## config.mk

```make
export PLATFORM = sky130hd
export DESIGN_NAME = sc_lane_shift_ctrl
export DESIGN_NICKNAME = d
export VERILOG_FILES = /design/src/rtl/sc_lane_shift_ctrl_pkg.sv /design/src/rtl/sc_lane_shift_ctrl_prescaler.sv /design/src/rtl/sc_lane_shift_ctrl.sv
export SDC_FILE = /design/constraint.sdc
export NUM_CORES = 1
export LEC_CHECK = 0
export CORE_MARGIN = 5
export CORE_UTILIZATION = 50
export CTS_CLUSTER_DIAMETER = 80
export DETAILED_ROUTE_END_ITERATION = 12
export HOLD_SLACK_MARGIN = 0.06
export PLACE_DENSITY = 0.8
export SLEW_MARGIN = 10
export SYNTH_ARGS = -nofsm -noshare
export SYNTH_HDL_FRONTEND = slang
export SYNTH_SLANG_ARGS = --single-unit
```

## constraint.sdc

```tcl
create_clock -name SC_LANECTRL_CLOCK_50 -period 3.9 [get_ports SC_LANECTRL_CLOCK_50]
set_clock_uncertainty 0.2 [all_clocks]
set_input_delay 0.78 -clock SC_LANECTRL_CLOCK_50 [delete_from_list [all_inputs] [get_ports SC_LANECTRL_CLOCK_50]]
set_output_delay 0.78 -clock SC_LANECTRL_CLOCK_50 [all_outputs]
set_load 0.005 [all_outputs]
```

## src/rtl/sc_lane_shift_ctrl_pkg.sv

```systemverilog
// Shared definitions for the lane shift controller and its prescaler.
// Holds the controller state encoding, the lane-register shift codes and the
// top level index of the default 2-bit level range.
package sc_lane_shift_ctrl_pkg;

  typedef enum logic [2:0] {
    ST_IDLE  = 3'd0,
    ST_CLEAR = 3'd1,
    ST_LOAD  = 3'd2,
    ST_RUN   = 3'd3,
    ST_PAUSE = 3'd4
  } state_e;

  typedef enum logic [1:0] {
    SHIFT_NONE  = 2'b00,
    SHIFT_LEFT  = 2'b01,
    SHIFT_RIGHT = 2'b10
  } shift_e;

  localparam int unsigned LEVEL_WIDTH_DEF = 2;
  localparam int unsigned MAX_LEVEL       = (1 << LEVEL_WIDTH_DEF) - 1;

endpackage

```

## src/rtl/sc_lane_shift_ctrl_prescaler.sv

```systemverilog
// Purpose: speed prescaler; counts RUN cycles and flags the last one of each period.
// Latency: tick_o is registered and high during the cycle whose count is period-1.
// Backpressure: none; en_i freezes the count, clr_i restarts it at zero.
// Ports:
//   clk_i, rst_i  clock (rising edge) and async active-high reset
//   clr_i         load count with zero on this edge (has priority over en_i)
//   en_i          advance count on this edge, wrapping at period_i-1
//   arm_i         next cycle is a counting cycle; ticks are only raised when set
//   period_i      current period in clocks, must be >= 1
//   tick_o        registered one-cycle tick
module sc_lane_prescaler #(
  parameter int unsigned CNT_WIDTH = 24
) (
  input  logic                 clk_i,
  input  logic                 rst_i,
  input  logic                 clr_i,
  input  logic                 en_i,
  input  logic                 arm_i,
  input  logic [CNT_WIDTH-1:0] period_i,
  output logic                 tick_o
);

  logic [CNT_WIDTH-1:0] cnt_q, cnt_d;
  logic [CNT_WIDTH-1:0] last_cnt;
  logic                 tick_q, tick_d;

  assign last_cnt = period_i - CNT_WIDTH'(1);

  always_comb begin
    cnt_d = cnt_q;
    if (clr_i) begin
      cnt_d = '0;
    end else if (en_i) begin
      cnt_d = (cnt_q == last_cnt) ? '0 : cnt_q + CNT_WIDTH'(1);
    end
    // Look at the value the counter will hold next cycle so the tick lines up
    // with the cycle in which the count actually reaches period-1.
    tick_d = arm_i && (cnt_d == last_cnt);
  end

  always_ff @(posedge clk_i or posedge rst_i) begin
    if (rst_i) begin
      cnt_q  <= '0;
      tick_q <= 1'b0;
    end else begin
      cnt_q  <= cnt_d;
      tick_q <= tick_d;
    end
  end

  assign tick_o = tick_q;

endmodule

```

## src/rtl/sc_lane_shift_ctrl.sv

```systemverilog
// Purpose: per-lane initiator of clear/load/shift strobes for the lane register.
// Latency: every output is registered; strobes appear the cycle after the request.
// Backpressure: none; CLEAR and LOAD always complete, inputs during them are ignored.
// Ports:
//   SC_LANECTRL_CLOCK_50 / SC_LANECTRL_RESET_InHigh   clock and async reset
//   SC_LANECTRL_{start,stop,levelup,pause}_InLow       active-low requests
//   SC_LANECTRL_clear_OutLow / load_OutLow             active-low lane strobes
//   SC_LANECTRL_shiftselection_Out                     shift code, 00 when idle
//   SC_LANECTRL_level_Out                              level, pattern-ROM index
//   SC_LANECTRL_running_OutHigh                        high in RUN and PAUSE
module sc_lane_shift_ctrl
  import sc_lane_shift_ctrl_pkg::*;
#(
  parameter int unsigned          CNT_WIDTH   = 24,
  parameter logic [CNT_WIDTH-1:0] BASE_PERIOD = 24'd10000000,
  parameter logic [1:0]           SHIFT_DIR   = SHIFT_LEFT,
  parameter int unsigned          LEVEL_WIDTH = 2
) (
  input  logic                   SC_LANECTRL_CLOCK_50,
  input  logic                   SC_LANECTRL_RESET_InHigh,
  input  logic                   SC_LANECTRL_start_InLow,
  input  logic                   SC_LANECTRL_stop_InLow,
  input  logic                   SC_LANECTRL_levelup_InLow,
  input  logic                   SC_LANECTRL_pause_InLow,
  output logic                   SC_LANECTRL_clear_OutLow,
  output logic                   SC_LANECTRL_load_OutLow,
  output logic [1:0]             SC_LANECTRL_shiftselection_Out,
  output logic [LEVEL_WIDTH-1:0] SC_LANECTRL_level_Out,
  output logic                   SC_LANECTRL_running_OutHigh
);

  localparam logic [LEVEL_WIDTH-1:0] LEVEL_TOP = {LEVEL_WIDTH{1'b1}};

  state_e                 state_q, state_d;
  logic                   reload_q, reload_d;   // CLEAR continues into LOAD
  logic [LEVEL_WIDTH-1:0] level_q, level_d;
  logic                   clear_n_q, clear_n_d;
  logic                   load_n_q, load_n_d;
  logic                   running_q, running_d;
  logic [CNT_WIDTH-1:0]   period_shr, period;
  logic                   tick;

  // Each level halves the period; deep levels saturate at one clock.
  assign period_shr = BASE_PERIOD >> level_q;
  assign period     = (period_shr == '0) ? CNT_WIDTH'(1) : period_shr;

  always_comb begin
    state_d  = state_q;
    reload_d = reload_q;
    level_d  = level_q;
    unique case (state_q)
      ST_IDLE: begin
        if (!SC_LANECTRL_start_InLow) begin
          state_d  = ST_CLEAR;
          reload_d = 1'b1;
        end
      end
      ST_CLEAR: state_d = reload_q ? ST_LOAD : ST_IDLE;
      ST_LOAD:  state_d = ST_RUN;
      ST_RUN, ST_PAUSE: begin
        if (!SC_LANECTRL_stop_InLow) begin
          state_d  = ST_CLEAR;
          reload_d = 1'b0;
          level_d  = '0;
        end else if (!SC_LANECTRL_levelup_InLow) begin
          // Level changes on entry to CLEAR so the ROM is settled by LOAD.
          state_d  = ST_CLEAR;
          reload_d = 1'b1;
          level_d  = (level_q == LEVEL_TOP) ? level_q : level_q + LEVEL_WIDTH'(1);
        end else if (!SC_LANECTRL_pause_InLow) begin
          state_d = ST_PAUSE;
        end else begin
          state_d = ST_RUN;
        end
      end
      default: state_d = ST_IDLE;
    endcase

    // Strobes are decoded from the next state so they register with it.
    clear_n_d = (state_d != ST_CLEAR);
    load_n_d  = (state_d != ST_LOAD);
    running_d = (state_d == ST_RUN) || (state_d == ST_PAUSE);
  end

  always_ff @(posedge SC_LANECTRL_CLOCK_50 or posedge SC_LANECTRL_RESET_InHigh) begin
    if (SC_LANECTRL_RESET_InHigh) begin
      state_q   <= ST_IDLE;
      reload_q  <= 1'b0;
      level_q   <= '0;
      clear_n_q <= 1'b1;
      load_n_q  <= 1'b1;
      running_q <= 1'b0;
    end else begin
      state_q   <= state_d;
      reload_q  <= reload_d;
      level_q   <= level_d;
      clear_n_q <= clear_n_d;
      load_n_q  <= load_n_d;
      running_q <= running_d;
    end
  end

  // The count restarts on the LOAD edge, advances after every RUN cycle and is
  // held through PAUSE; ticks are only raised for cycles that will be in RUN.
  sc_lane_prescaler #(
    .CNT_WIDTH(CNT_WIDTH)
  ) u_prescaler (
    .clk_i   (SC_LANECTRL_CLOCK_50),
    .rst_i   (SC_LANECTRL_RESET_InHigh),
    .clr_i   (state_q == ST_LOAD),
    .en_i    (state_q == ST_RUN),
    .arm_i   (state_d == ST_RUN),
    .period_i(period),
    .tick_o  (tick)
  );

  assign SC_LANECTRL_clear_OutLow       = clear_n_q;
  assign SC_LANECTRL_load_OutLow        = load_n_q;
  assign SC_LANECTRL_shiftselection_Out = tick ? SHIFT_DIR : 2'(SHIFT_NONE);
  assign SC_LANECTRL_level_Out          = level_q;
  assign SC_LANECTRL_running_OutHigh    = running_q;

endmodule

```

# After elaboration in Yosys (flattened, before gate mapping)
# Cells that the tools add are included.
dict set report word_totals {
  latchBits 0
  ff_bits 34
  n_memories 0
  ram_bits 0
  wordCells 53
  rom_bits 0
}
dict set report classes {
  div_mod_pow 0
  mux 18
  mul 0
  n_reduce_logical 8
  order_cmp 0
  n_addsub 3
  shift 1
  n_eq_ne 15
  n_bitwise 0
}
# op count
set ops {}
lappend ops {{24-bit 2-to-1 mux} 4}
lappend ops {{24-bit equality test} 2}
lappend ops {{24-bit by 1-bit adder with 24-bit output (second input constant)} 1}
lappend ops {{24-bit logical NOT} 1}
lappend ops {{24-bit by 2-bit >> shifter with 24-bit output (first input constant)} 1}
lappend ops {{24-bit by 1-bit subtractor with 24-bit output (second input constant)} 1}
lappend ops {{3-bit 2-to-1 mux} 4}
lappend ops {{3-bit case mux with 4 select lines} 1}
lappend ops {{3-bit by 2-bit equality test with 1-bit output (second input constant)} 3}
lappend ops {{2-bit 2-to-1 mux} 4}
lappend ops {{3-bit equality test (second input constant)} 2}
lappend ops {{2-bit != test (second input constant)} 3}
lappend ops {{3-bit AND reduction} 2}
lappend ops {{1-bit 2-to-1 mux} 4}
lappend ops {{3-bit by 1-bit equality test with 1-bit output (second input constant)} 1}
lappend ops {{3-bit logical NOT} 1}
lappend ops {{3-bit by 1-bit != test with 1-bit output (second input constant)} 1}
lappend ops {{3-bit by 2-bit != test with 1-bit output (second input constant)} 1}
lappend ops {{3-bit != test (second input constant)} 1}
lappend ops {{2-bit by 1-bit adder with 2-bit output (second input constant)} 1}
lappend ops {{2-bit equality test (second input constant)} 1}
lappend ops {{1-bit case mux with 2 select lines} 1}
lappend ops {{2-bit nonzero test} 1}
lappend ops {{2-bit OR reduction} 1}
lappend ops {{other kinds (2)} 2}

# Logic depth before layout (Yosys ltp)
dict set report depth {
  ltp_word 10
  depth_mapped 13
}

# Cells and area by module
# Synthesis repeated with hierarchy kept, for this count alone.
dict set report unflattened {
  cells_unflattened 444
  hier_area_um2 3613.5
}
# mod area_per_inst_um2 cells_per_inst instances seq_area_each_um2
set modules_own_cells {}
lappend modules_own_cells {sc_lane_prescaler 2989.1 375 1 625.6}
lappend modules_own_cells {sc_lane_shift_ctrl 624.3 69 1 227.7}

# Worst setup path before layout
# Ideal clock, no wire load.
dict set report synth_timing {
  kind {register -> register}
  start {register level_q[1], in the netlist SC_LANECTRL_level_Out[1]}
  end {register u_prescaler.tick_q, in the netlist u_prescaler.tick_o}
  path_stages_with_launch 14
  synth_period_minus_slack_ns 3.437
  setup_slack_ns 0.463
  arrival_ns 3.141
  required_time_ns 3.604
  cell_sequence {dfrtp_1 -> ha_1 -> clkbuf_1 -> inv_1 -> ha_1 -> xnor2_1 -> nor4_4 -> nand3_2 -> o32ai_4 -> buf_6 -> a31oi_1 -> a2bb2oi_1 -> or4b_1 -> nor4_2}
}
dict set report synth_via {
  elab_chain_cells 10
}
# element line_no
set synth_rtl {}
lappend synth_rtl {{start: declaration} sc_lane_shift_ctrl.sv:36} ;# logic [LEVEL_WIDTH-1:0] level_q, level_d;
lappend synth_rtl {{start signal: assignment} sc_lane_shift_ctrl.sv:96} ;# level_q <= level_d;
lappend synth_rtl {{24-bit by 2-bit >> shifter with 24-bit output *} sc_lane_shift_ctrl.sv:44} ;# assign period_shr = BASE_PERIOD >> level_q;
lappend synth_rtl {{24-bit logical NOT} sc_lane_shift_ctrl.sv:45} ;# assign period = (period_shr == '0) ? CNT_WIDTH'(1) : period_shr;
lappend synth_rtl {{24-bit 2-to-1 mux *} sc_lane_shift_ctrl.sv:45}
lappend synth_rtl {{24-bit by 1-bit subtractor with 24-bit output *} sc_lane_shift_ctrl_prescaler.sv:27} ;# assign last_cnt = period_i - CNT_WIDTH'(1);
lappend synth_rtl {{24-bit equality test} sc_lane_shift_ctrl_prescaler.sv:34} ;# cnt_d = (cnt_q == last_cnt) ? '0 : cnt_q + CNT_WIDTH'(1);
lappend synth_rtl {{24-bit 2-to-1 mux} sc_lane_shift_ctrl_prescaler.sv:34}
lappend synth_rtl {{24-bit 2-to-1 mux} sc_lane_shift_ctrl_prescaler.sv:33} ;# end else if (en_i) begin
lappend synth_rtl {{24-bit 2-to-1 mux} sc_lane_shift_ctrl_prescaler.sv:31} ;# if (clr_i) begin
lappend synth_rtl {{24-bit equality test *} sc_lane_shift_ctrl_prescaler.sv:38} ;# tick_d = arm_i && (cnt_d == last_cnt);
lappend synth_rtl {{1-bit logical AND *} sc_lane_shift_ctrl_prescaler.sv:38}
lappend synth_rtl {{net u_prescaler.tick_d} sc_lane_shift_ctrl_prescaler.sv:25} ;# logic tick_q, tick_d;
lappend synth_rtl {{end signal: assignment} sc_lane_shift_ctrl_prescaler.sv:47} ;# tick_q <= tick_d;
lappend synth_rtl {{end: declaration} sc_lane_shift_ctrl_prescaler.sv:25}
# Mark *: on every way through the listed nets, which the timed path passes. The rest lies on a longest branch.
# A chain may end at the register's enable or synchronous reset.

# Worst setup path in the final report
# Same ends and word-level chain as after synthesis.

==> run_results.csv <==
group,metric,value,unit
yosys,syn_inst,294,
setup_path,r2r-end,"u_prescaler.tick_o$_DFF_PP0_",
timing,report.final.slew_viol_count,0,
route,routed-via-count,2232,
route,post_detailed_route_drc_marker_count,0,
floorplanning,number_of_cell_rows,26,
pwr,power_frac_seq,34.4,%
clock_network,clk_root_buffer_cell,"sky130_fd_sc_hd__clkbuf_8",
floorplanning,floorplan.die.width,81.8,um
clock_network,post_cts.repair.setup_buffers,0,
global_routing,grt_first_pass_wirelength,10500,um
setup_path,reg2reg_depth,12,
layout,nets,319,
setup_path,timing.critical_path.slowest_cell_delay,540,ps
global_routing,grt_use_total,21.0,%
route,drt-vias-per-instance,5.95,
yosys,sequential_element_share_of_the_synthesized_area,33.1,%
yosys,post_synth_num_cell_types,60,
yosys,synth_seq_cells,34,
timing,final_setup_fails,0,
timing,final_period_demand_of_the_worst_path,3680,ps
yosys,synth_xor_xnor_area_share,10.5,%
clock_network,cts.htree.levels,2,
floorplanning,io_pins,13,
yosys,synth_enable_flop_cells,0,
pwr,p_per_area,461,mW/mm2
layout,final_layout_size_suffix_gt1_share,11.5,%
layout,fin_cells,375,
yosys,synth_compound_area_share,12.6,%
pwr,internal-power,806,uW
min_path,hold-path-endpoint,"SC_LANECTRL_load_OutLow$_DFF_PP1_",
timing,clock.fmax,0.271,GHz
route,ant_nets,0,
clock_network,cts_num_sinks,34,
yosys,syn_area_per_cell,8.77,um2
pwr,ir_drop,0.320,mV
global_routing,overflow_left_after_global_routing,0,
yosys,synth_flop_cell,"sky130_fd_sc_hd__dfrtp_1",
layout,insertedDiodeCount,0,
setup_path,crit_family,"simple AND/OR/NAND/NOR gates",
route,drt_pass1_iterations,5,
setup_path,critical_path_required,3900,ps
timing,totalNegativeSetupSlack,0,ps
route,detail_route.iter0.violations,356,
clock_network,postCtsHoldBufs,0,
setup_path,setup.reg_to_reg.worst_slack,220,ps
layout,area_growth,8.73,%
layout,register_area,853,um2
setup_path,reg2reg_from,"SC_LANECTRL_level_Out[1]$_DFFE_PP0P_",
pwr,cellLeakagePower,1.08,nW
layout,multi_input_area,0.00154,mm2
clock_network,cts_made_buffers,5,
clock_network,ctsLongestPathBuffers,2,
timing,final_min_period_over_clock_period,94.4,%
setup_path,crit_path_top_delay_cell,"sky130_fd_sc_hd__dfrtp_1",
placed_design,numPortBuffers,11,
timing,worstMarginPinSlew,617,ps
run_status,run_status,"completed",
yosys,synth-warning-count,0,
yosys,synth_largest_area_cell,"sky130_fd_sc_hd__dfrtp_1",
yosys,async_reset_ff_share,100,%
global_routing,grt_start_max_net_pins,19,
min_path,worst_hold_path_type,"flop to flop",
yosys,post_synth_mux_area_share,1.21,%
job,maxCapViolCount,0,
layout,fillers,436,
floorplanning,dieHeight,81.8,um
yosys,post_synth_instance_area,0.00258,mm2
pwr,power.clock.fraction,24.8,%
yosys,syn-num-nets,309,
floorplanning,initial_core_util,51.1,%
setup_path,crit_start_category,"flop",
yosys,post_synth_main_area_contributors,"sky130_fd_sc_hd__dfrtp_1, sky130_fd_sc_hd__xnor2_1, sky130_fd_sc_hd__nor2_1",
placed_design,dp_hpwl,4730,um
placed_design,gp_congestion,0.926,
timing,slew_headroom,58.8,%
setup_path,crit_path_end_kind,"flop",
route,avgRoutedWirePerCell,17.0,um
clock_network,post_cts_resized,0,
setup_path,worst-path-buf-inv,2,
yosys,post_synth_and_or_nand_nor_area_fraction,31.0,%
min_path,timing.hold.worst.start,"reload_q$_DFFE_PP0P_",
global_routing,via_count_of_the_first_global_routing_pass,2201,
timing,rsz0062_at_grt,"no",
yosys,yosysTopAreaCellShare,31.1,%
setup_path,crit_path_cell_trace,"ha_1 > inv_1 > ha_1 > xnor2_1 > nor4_4 > nand3_2 > o32ai_4 > buf_4 > a31oi_1 > a2bb2oi_1 > or4b_1 > nor4_2",
yosys,synth_fa_ha_area_share,4.37,%
pwr,power.net_switching,486,uW
placed_design,place_inst,367,
floorplanning,die-area,0.00669,mm2
timing,report.final.hold_viol_count,0,
pwr,swShare,37.6,%
pwr,combPwrFrac,40.8,%
global_routing,antenna_found_initial,0,
yosys,synth_top_family_by_area,"simple AND/OR/NAND/NOR gates",
clock_network,tritoncts,"built",
route,detail_route.wirelength,6380,um
clock_network,clkTransAtPathRegs,70,ps
clock_network,clock_latency,290,ps
setup_path,critical_path_peak_fanout,11,
setup_path,cp_common_cell,"sky130_fd_sc_hd__ha_1",
min_path,hold-path-cell-count,1,
floorplanning,coreArea,0.00504,mm2
setup_path,path_class,"flop to flop",
setup_path,arrival,3680,ps
cell usage after synthesis, types with 3 or more instances:
| cell type | count |
|---|---|
| sky130_fd_sc_hd__nor4b_1 | 3 |
| sky130_fd_sc_hd__ha_1 | 9 |
| sky130_fd_sc_hd__o21ai_0 | 11 |
| sky130_fd_sc_hd__inv_1 | 12 |
| sky130_fd_sc_hd__a21oi_1 | 7 |
| sky130_fd_sc_hd__nand2_1 | 28 |
| sky130_fd_sc_hd__nand4_1 | 8 |
| sky130_fd_sc_hd__buf_6 | 6 |
| sky130_fd_sc_hd__a22oi_1 | 3 |
| sky130_fd_sc_hd__nor4_1 | 6 |
| sky130_fd_sc_hd__nand3_1 | 16 |
| sky130_fd_sc_hd__a31oi_1 | 4 |
| sky130_fd_sc_hd__xor2_1 | 4 |
| sky130_fd_sc_hd__o22ai_1 | 3 |
| sky130_fd_sc_hd__nor3_1 | 3 |
| sky130_fd_sc_hd__buf_4 | 6 |
| sky130_fd_sc_hd__dfrtp_1 | 32 |
| sky130_fd_sc_hd__and4_2 | 3 |
| sky130_fd_sc_hd__or3_1 | 4 |
| sky130_fd_sc_hd__nor2_1 | 42 |
| sky130_fd_sc_hd__xnor2_1 | 27 |
| sky130_fd_sc_hd__nand2b_1 | 5 |
flip-flops by register name, indices dropped and copies added (netlist names):
signal                       count
reload_q                         1
SC_LANECTRL_running_OutHigh      1
state_q                          3
SC_LANECTRL_level_Out            2
u_prescaler.tick_o               1
u_prescaler.cnt_q               24
SC_LANECTRL_clear_OutLow         1
SC_LANECTRL_load_OutLow          1
layer usage:
metal	up-vias	global-route usage, %	routed length [um]	part of all wire, %
li1	1052	-	-	-
met1	1053	26.7	2750	43
met2	104	34.2	2980	47
met3	23	4.82	451	7.1
met4	0	8.64	200	3.1
met5	-	0	0	0
power by group through the flow:
stage	combinational (mW)	clock (mW)	sequential [mW]
3_3_place_gp	0.518	0	0.447
5_1_grt	0.587	0.343	0.453
2_1_floorplan	0.378	0	0.452
3_5_place_dp	0.521	0	0.449
4_1_cts	0.523	0.324	0.445
6_report	0.527	0.320	0.445
worst register-to-register path, delay by kind of cell (launching register included):
family / cells / cell delay, ps
AO/OA/AOI/OAI: 3 / 620
XOR/XNOR: 1 / 180
adder cells (fa/ha/maj): 2 / 620
buffers and inverters: 2 / 330
flip-flops: 1 / 540
AND/OR/NAND/NOR: 4 / 1120
cell usage in the layout (no fill, tap or decap), types with 3 or more instances in the layout:
master                            count
sky130_fd_sc_hd__a21oi_1              7
sky130_fd_sc_hd__a22oi_1              3
sky130_fd_sc_hd__a31oi_1              4
sky130_fd_sc_hd__and4_2               3
sky130_fd_sc_hd__buf_4                8
sky130_fd_sc_hd__clkbuf_8             5
sky130_fd_sc_hd__clkdlybuf4s50_1     11
sky130_fd_sc_hd__dfrtp_1             32
sky130_fd_sc_hd__ha_1                 9
sky130_fd_sc_hd__inv_1               12
sky130_fd_sc_hd__nand2_1             28
sky130_fd_sc_hd__nand2b_1             5
sky130_fd_sc_hd__nand3_1             16
sky130_fd_sc_hd__nand4_1              8
sky130_fd_sc_hd__nor2_1              42
sky130_fd_sc_hd__nor3_1               3
sky130_fd_sc_hd__nor4_1               6
sky130_fd_sc_hd__nor4b_1              3
sky130_fd_sc_hd__o21ai_0             11
sky130_fd_sc_hd__o22ai_1              3
sky130_fd_sc_hd__or3_1                4
sky130_fd_sc_hd__xnor2_1             27
sky130_fd_sc_hd__xor2_1               4
metrics by stage:
| stage | util, % | worst slack, ps | area (um2) | hold slack, ps | total power, mW |
|---|---|---|---|---|---|
| after floorplan | - | 463 | 2580 | 245 | 0.830 |
| after global placement | 53.5 | 355 | 2700 | 273 | 0.965 |
| after detailed placement | 53.5 | 250 | 2700 | 280 | 0.970 |
| after CTS | 55.6 | 223 | 2800 | 289 | 1.29 |
| after global routing | 55.6 | 21.7 | 2800 | 348 | 1.38 |
| final | 55.6 | 216 | 2800 | 285 | 1.29 |
cell families (layout without fill, tap and decap cells):
kind of cell,Yosys count,after routing
adders and majority gates,9,9
DFF,34,34
other,1,1
muxes,3,3
buffers and inverters,28,39
and+or+nand+nor,143,143
AOI/OAI and AO/OA,45,45
xor gates and xnor gates,31,31
cell type report:
class                      instances  share of cell area, %
clock inverter                     1                   1.07
timing repair buffer              19                   6.07
tap                               70                   3.12
multi-input combinational        232                   55.0
inverter                          12                   1.61
clock buffer                       7                   2.72
sequential                        34                   30.4
worst max path at each step:
stage / end / depth (start not counted) / from
floorplan: u_prescaler.tick_o$_DFF_PP0_ / 13 / SC_LANECTRL_level_Out[1]$_DFFE_PP0P_
global placement: u_prescaler.tick_o$_DFF_PP0_ / 12 / SC_LANECTRL_level_Out[1]$_DFFE_PP0P_
detailed placement: u_prescaler.tick_o$_DFF_PP0_ / 12 / SC_LANECTRL_level_Out[1]$_DFFE_PP0P_
CTS: u_prescaler.tick_o$_DFF_PP0_ / 12 / SC_LANECTRL_level_Out[1]$_DFFE_PP0P_
global route: u_prescaler.tick_o$_DFF_PP0_ / 12 / SC_LANECTRL_level_Out[1]$_DFFE_PP0P_
finish: u_prescaler.tick_o$_DFF_PP0_ / 12 / SC_LANECTRL_level_Out[1]$_DFFE_PP0P_
(Power assumes the default switching activity.)
